==> config.mk <==
export PLATFORM = sky130hd
export DESIGN_NAME = acl_txarq_sched
export DESIGN_NICKNAME = d
export VERILOG_FILES = /design/src/rtl/arq_pkg.sv /design/src/rtl/rr_pick.sv /design/src/rtl/acl_txarq_sched.sv
export SDC_FILE = /design/constraint.sdc
export NUM_CORES = 1
export LEC_CHECK = 0
export CORE_ASPECT_RATIO = 0.75
export CORE_MARGIN = 3
export CORE_UTILIZATION = 52
export DETAILED_ROUTE_END_ITERATION = 7
export PLACE_DENSITY = 0.73
export RECOVER_POWER = 100
export SYNTH_ARGS = -nofsm -noshare
export SYNTH_HDL_FRONTEND = slang
export SYNTH_SLANG_ARGS = --single-unit
==> constraint.sdc <==
create_clock -name clk_6M -period 12.3 [get_ports clk_6M]
set_input_delay 1.845 -clock clk_6M [delete_from_list [all_inputs] [get_ports clk_6M]]
set_output_delay 1.845 -clock clk_6M [all_outputs]
set_load 0.01 [all_outputs]
==> src/rtl/arq_pkg.sv <==
// Shared constants for the ACL TX scheduler / ARQ source.
// Holds payload-source codes, the pktype codes the scheduler injects itself,
// and the scheduler FSM state encoding. No ports.
package arq_pkg;

    // Payload source handed to the assembler
    localparam logic [1:0] SRC_NEW     = 2'd0;
    localparam logic [1:0] SRC_OLD     = 2'd1;
    localparam logic [1:0] SRC_ZEROLEN = 2'd2;
    localparam logic [1:0] SRC_NONE    = 2'd3;

    // Packet types generated by the scheduler rather than taken from a buffer
    localparam logic [3:0] PKT_NULL = 4'h0;
    localparam logic [3:0] PKT_POLL = 4'h1;
    localparam logic [3:0] PKT_DM1  = 4'h3;

    typedef enum logic [2:0] {
        ST_IDLE,
        ST_ARB,
        ST_TXW,
        ST_RXW,
        ST_UPD
    } sched_state_t;

endpackage

==> src/rtl/rr_pick.sv <==
// Round-robin picker: first set bit of req at or after ptr, wrapping at N.
// Ports:
//   req  in  N   request vector
//   ptr  in  IW  search start index
//   gnt  out N   one-hot grant (all zero when nothing requests)
//   idx  out IW  index of the granted bit
//   any  out 1   at least one request present
module rr_pick #(
    parameter int N  = 7,
    parameter int IW = $clog2(N)
) (
    input  logic [N-1:0]  req,
    input  logic [IW-1:0] ptr,
    output logic [N-1:0]  gnt,
    output logic [IW-1:0] idx,
    output logic          any
);

    always_comb begin : pick
        int j;
        gnt = '0;
        idx = '0;
        any = 1'b0;
        for (int k = 0; k < N; k++) begin
            j = int'(ptr) + k;
            if (j >= N) j = j - N;
            if (!any && req[IW'(j)]) begin
                any          = 1'b1;
                idx          = IW'(j);
                gnt[IW'(j)]  = 1'b1;
            end
        end
    end

endmodule

==> src/rtl/acl_txarq_sched.sv <==
// Master-side ACL TX slot scheduler with per-link ARQ source state.
// Each master TX slot grants one link (data first, then POLL when the
// link's poll counter has saturated), chooses NEW/OLD/ZEROLEN payload and
// SEQN, then folds the returned ARQN/FLOW back into that link's state.
// Ports:
//   clk_6M, rstz                 clock, async active-low reset
//   link_en/txq_nonempty/flushcmd per-link status from the TX buffers
//   txq_pktype                   per-link head pktype, 4 bits per link
//   tx_slot_p/tx_done_p          slot start / packet sent pulses
//   rx_hdr_p, rx_hdr_ok, rx_lt_addr, rx_arqn, rx_flow, rx_timeout_p
//                                response header from the receiver
//   sched_vld, sel_*             grant pulse and packet selection
//   buf_pop, buf_pop_lt          release of an acknowledged payload
module acl_txarq_sched
    import arq_pkg::*;
#(
    parameter int NLINK     = 7,
    parameter int POLL_INTV = 16
) (
    input  logic               clk_6M,
    input  logic               rstz,
    input  logic [NLINK-1:0]   link_en,
    input  logic [NLINK-1:0]   txq_nonempty,
    input  logic [4*NLINK-1:0] txq_pktype,
    input  logic [NLINK-1:0]   flushcmd,
    input  logic               tx_slot_p,
    input  logic               tx_done_p,
    input  logic               rx_hdr_p,
    input  logic               rx_hdr_ok,
    input  logic [2:0]         rx_lt_addr,
    input  logic               rx_arqn,
    input  logic               rx_flow,
    input  logic               rx_timeout_p,
    output logic               sched_vld,
    output logic [2:0]         sel_lt_addr,
    output logic [3:0]         sel_pktype,
    output logic               sel_seqn,
    output logic [1:0]         sel_src,
    output logic               buf_pop,
    output logic [2:0]         buf_pop_lt
);

    localparam int IW = $clog2(NLINK);
    localparam int CW = $clog2(POLL_INTV + 1);

    sched_state_t state;

    logic [NLINK-1:0]          seqn, outstanding, stop;
    logic [NLINK-1:0][CW-1:0]  poll_cnt;
    logic [NLINK-1:0]          poll_full;
    logic [NLINK-1:0][3:0]     pkt_arr;
    logic [NLINK-1:0]          d_req, p_req, d_gnt, p_gnt, g_oh;
    logic [IW-1:0]             rr_ptr, cur_idx, d_idx, p_idx, g_idx;
    logic                      d_any, p_any, g_any;
    logic                      cur_data, killed;
    logic                      rsp_ok, rsp_arqn, rsp_flow;

    assign pkt_arr = txq_pktype;

    always_comb begin
        for (int i = 0; i < NLINK; i++)
            poll_full[i] = (poll_cnt[i] == CW'(POLL_INTV));
    end

    // A stopped link still counts as data-eligible only once FLOW reopens it.
    assign d_req = link_en & ~stop & (txq_nonempty | outstanding);
    assign p_req = link_en & poll_full;

    rr_pick #(.N(NLINK), .IW(IW)) u_pick_data (
        .req(d_req), .ptr(rr_ptr), .gnt(d_gnt), .idx(d_idx), .any(d_any)
    );
    rr_pick #(.N(NLINK), .IW(IW)) u_pick_poll (
        .req(p_req), .ptr(rr_ptr), .gnt(p_gnt), .idx(p_idx), .any(p_any)
    );

    assign g_any = d_any | p_any;
    assign g_idx = d_any ? d_idx : p_idx;
    assign g_oh  = d_any ? d_gnt : p_gnt;

    // Poll counters: any grant or a disabled link restarts the interval.
    always_ff @(posedge clk_6M or negedge rstz) begin
        if (!rstz) begin
            poll_cnt <= '0;
        end else begin
            for (int i = 0; i < NLINK; i++) begin
                if (!link_en[i] || (state == ST_ARB && g_oh[i]))
                    poll_cnt[i] <= '0;
                else if (tx_slot_p && !poll_full[i])
                    poll_cnt[i] <= poll_cnt[i] + 1'b1;
            end
        end
    end

    always_ff @(posedge clk_6M or negedge rstz) begin
        if (!rstz) begin
            state       <= ST_IDLE;
            sched_vld   <= 1'b0;
            sel_lt_addr <= '0;
            sel_pktype  <= PKT_NULL;
            sel_seqn    <= 1'b0;
            sel_src     <= SRC_NEW;
            buf_pop     <= 1'b0;
            buf_pop_lt  <= '0;
            seqn        <= '0;
            outstanding <= '0;
            stop        <= '0;
            rr_ptr      <= '0;
            cur_idx     <= '0;
            cur_data    <= 1'b0;
            killed      <= 1'b0;
            rsp_ok      <= 1'b0;
            rsp_arqn    <= 1'b0;
            rsp_flow    <= 1'b0;
        end else begin
            sched_vld <= 1'b0;
            buf_pop   <= 1'b0;
            case (state)
                ST_IDLE: if (tx_slot_p) state <= ST_ARB;
                ST_ARB: begin
                    if (g_any) begin
                        state       <= ST_TXW;
                        sched_vld   <= 1'b1;
                        sel_lt_addr <= 3'(g_idx) + 3'd1;
                        sel_seqn    <= seqn[g_idx];
                        cur_idx     <= g_idx;
                        cur_data    <= d_any;
                        killed      <= 1'b0;
                        rr_ptr      <= (g_idx == IW'(NLINK - 1)) ? '0 : g_idx + 1'b1;
                        if (!d_any) begin
                            sel_src    <= SRC_NONE;
                            sel_pktype <= PKT_POLL;
                        end else if (!outstanding[g_idx]) begin
                            sel_src              <= SRC_NEW;
                            sel_pktype           <= pkt_arr[g_idx];
                            outstanding[g_idx]   <= 1'b1;
                        end else if (flushcmd[g_idx]) begin
                            // Flushed payload still needs a SEQN slot: send empty DM1.
                            sel_src    <= SRC_ZEROLEN;
                            sel_pktype <= PKT_DM1;
                        end else begin
                            sel_src    <= SRC_OLD;
                            sel_pktype <= pkt_arr[g_idx];
                        end
                    end else begin
                        state <= ST_IDLE;
                    end
                end
                ST_TXW: if (tx_done_p) state <= ST_RXW;
                ST_RXW: begin
                    if (rx_hdr_p || rx_timeout_p) begin
                        rsp_ok   <= rx_hdr_p && rx_hdr_ok && (rx_lt_addr == sel_lt_addr);
                        rsp_arqn <= rx_arqn;
                        rsp_flow <= rx_flow;
                        state    <= ST_UPD;
                    end
                end
                ST_UPD: begin
                    state <= ST_IDLE;
                    if (rsp_ok && !killed && link_en[cur_idx]) begin
                        stop[cur_idx] <= !rsp_flow;
                        if (cur_data && rsp_arqn) begin
                            outstanding[cur_idx] <= 1'b0;
                            seqn[cur_idx]        <= ~seqn[cur_idx];
                            buf_pop              <= 1'b1;
                            buf_pop_lt           <= sel_lt_addr;
                        end
                    end
                end
                default: state <= ST_IDLE;
            endcase

            // A link dropped mid-grant lets the exchange finish but never pops.
            if ((state == ST_TXW || state == ST_RXW) && !link_en[cur_idx])
                killed <= 1'b1;

            // Disconnected links lose all ARQ state; last assignment wins.
            for (int i = 0; i < NLINK; i++) begin
                if (!link_en[i]) begin
                    seqn[i]        <= 1'b0;
                    outstanding[i] <= 1'b0;
                    stop[i]        <= 1'b0;
                end
            end
        end
    end

endmodule

==> impl_results.md <==
* Layout Utilization at 61.70%
* Slew margin rel. at -155.1%
* Worst-path clk slew at 0.06 ns
* Commonest non-fill, non-tap cells in the layout: nor2_1 (108), dfrtp_1 (85), nand2_1 (80)
* Die Wd at 150.2 um
* Fillers at 1308
* Post-synthesis xor/xnor area fraction at 3.980%
* YS warnings at 0
* Die Y-Extent at 114.2 um
* CP Max Fanout at 15
* Status: finished with violations
* First-pass GRT wire length at 45460 um
* Tcrit/Tclk final at 72.40%
* Nets at 1139
* Synth Area in Adders at 4.566%
* Tot GR Track Use at 34.45%
* Placed Cells at 1238
* Clock buffer depth at 2
* Final setup violation count at 0
* Overflow after GRT at 0
* Row count at 38
* DP HPWL at 22810 um
* Diodes inserted at 0
* Placer congestion estimate at 1.117
* Core box area at 14880 um^2
* Pins Over Slew Limit at 73
* Worst Reg-to-Reg Cells at 19
* Final min period at 8.906 ns
* Post-Synthesis Cell Area at 8112 um^2
* Mapped Cells at 1001
* Fin cells at 1253
* Fin Setup TNS at 0 ns
* Fraction of final layout cells with drive strength greater than 1 at 7.028%
* DRC errors left at 0
* Achievable frequency at 112.3 MHz
* Unrepaired setup endpoints after global routing: no
* Worst-Margin Slew at 3.827 ns
* Hold buffers post-CTS at 0
* Setup crit end kind: flip-flop
* Routed WL at 29910 um
* Number of global-route vias before repair at 7791
* Post_cts resized at 0
* Synth unique cells at 105
* Worst EP arrival at 9.13 ns
* Primary FF master, synth: dfrtp_1
* Worst clock skew at 0.004953 ns
* Seq. cell area at 2127 um^2
* Largest family of logic cells by synthesized area: simple AND/OR/NAND/NOR gates
* Final worst setup slack at 3.394 ns
* Initial Util at 54.51%
* Multiplexer area fraction after synthesis at 7.836%
* Crit path launch type: primary input
* Avg Cell Area, Syn at 8.103 um^2
* WS Path Type: in2reg
* Worst min path class: reg2reg
* Port bufs at 75
* Synth Area in Compound Gates at 24.29%
* Vias per cell at 6.837
* Initial antenna violation count at 0
* Post-DRT Antenna Nets at 0
* Worst EP required at 12.52 ns
* Simple-gate share of the synthesized area at 27.72%
* Maxcap violations at 1
* Sequential share of the synthesized area at 26.22%
* Vias at 8567
* Die area at 17150 um^2
* Routed len/inst at 23.87 um
* Area delta synth->final at 13.19%
* Commonest non-fill, non-tap cell in the layout: nor2_1
* Clock sink count at 85
* Multi-input logic area at 5520 um^2
* Largest net degree at the start of global routing at 73
* Hold path depth at 2
* CTS tree: yes
* Initial drt markers at 1177
* Hold Fails Final Rpt at 0
* H-tree lvl count at 3
* Drt pass-1 iters at 7
* Pre-CTS setup slack at 5.283 ns
* IO Pins at 76
* Setup Fix Bufs, Post-CTS at 0
* Post-synth EDFFs at 0
* Post-synth ARST share at 100.0%
* Number of synthesized register bits at 85
* Clock Tree Root: clkbuf_16
* Failing checks: capacitance limit, slew limit
* Total CTS buffers at 9
* Worst skew pair latency at 0.34 ns
* Syn Nets at 1091
==> state kept, by name, summed over array words and instances (netlist names) <==
name,cells
cur_data,1
outstanding,7
sel_src,2
stop,7
buf_pop_lt,3
buf_pop,1
rsp_ok,1
sel_seqn,1
poll_cnt,35
rsp_arqn,1
rsp_flow,1
cur_idx,3
seqn,7
rr_ptr,3
killed,1
sched_vld,1
sel_lt_addr,3
sel_pktype,4
state,3
==> stage by stage <==
step / cell area [um^2] / hold WS [ns]
final: 9181 / 0.4768
after global routing: 9181 / 0.5200
after CTS: 9220 / 0.4851
after detailed placement: 8929 / 0.4710
after global placement: 8929 / 0.4614
after floorplan: 8112 / 0.4571
==> cell families after synthesis <==
logic type | after synthesis
AO/OA/AOI/OAI | 273
XOR/XNOR | 36
adder cells (fa/ha/maj) | 29
buffers and inverters | 94
flip-flops | 85
multiplexers | 59
AND/OR/NAND/NOR | 425
==> worst max-delay path: stages <==
cell and delay [ns]:
dlygate4sd3_1 0.66, and2_0 0.38, a221o_1 0.43, a211oi_1 0.91, o211ai_1 0.63, nor3_1 1.01, a221oi_1 0.24, a221o_1 0.46
nand2_1 0.43, inv_1 0.41, o311a_1 0.42, o21ai_0 0.53, o21ai_0 0.35, o32a_1 0.41
==> metal layers <==
| layer | vias up | share of wire (%) | track usage [%] |
|---|---|---|---|
| li1 | 3805 | - | - |
| met1 | 4069 | 42 | 50.21 |
| met2 | 619 | 39 | 47.24 |
| met3 | 72 | 16 | 14.52 |
| met4 | 2 | 2.6 | 7.130 |
| met5 | - | 0.13 | 3.235 |
==> cell type report <==
| cell class | instances | area share [%] |
|---|---|---|
| inverters | 44 | 1.799 |
| clock buffers | 11 | 2.644 |
| flip-flops and latches | 85 | 23.17 |
| well taps | 200 | 2.726 |
| clock inverters | 4 | 0.5315 |
| multi-input cells | 822 | 60.13 |
| repair buffers | 87 | 9.008 |
==> Yosys cell counts, drive strengths merged (14+ instances only) <==
cell type / count / area, um^2
nor2: 110 / 417.9
dfrtp: 85 / 2127
nand2: 81 / 309.0
a21oi: 56 / 295.3
o21ai: 52 / 264.0
mux2i: 45 / 462.9
inv: 44 / 165.2
nand3: 34 / 170.2
nand2b: 33 / 206.5
nor3: 32 / 170.2
buf: 28 / 187.7
ha: 28 / 350.3
and2: 22 / 137.6
clkbuf: 22 / 83.83
nand4: 21 / 131.4
xor2: 19 / 173.9
xnor2: 17 / 148.9
nor2b: 16 / 100.1
o211ai: 14 / 123.9
==> final timing paths <==
path | start | endpoint | slack [ns]
worst max-delay path | link_en[2] | sel_pktype[0]$_DFFE_PN0P_ | 3.39
worst min-delay path | buf_pop_lt[1]$_DFFE_PN0P_ | buf_pop_lt[1]$_DFFE_PN0P_ | 0.48
worst max register to register | rr_ptr[1]$_DFFE_PN0P_ | sel_pktype[0]$_DFFE_PN0P_ | 3.70
worst min register to register | buf_pop_lt[1]$_DFFE_PN0P_ | buf_pop_lt[1]$_DFFE_PN0P_ | 0.48
max in group asynchronous | rstz | poll_cnt[25]$_DFFE_PN0P_ | 6.66
min in group asynchronous | rstz | sel_pktype[2]$_DFFE_PN0P_ | 1.56
Power is left out: the tool's default activity adds up to more than one toggle a clock period on the data nets, which glitch-free logic cannot reach.
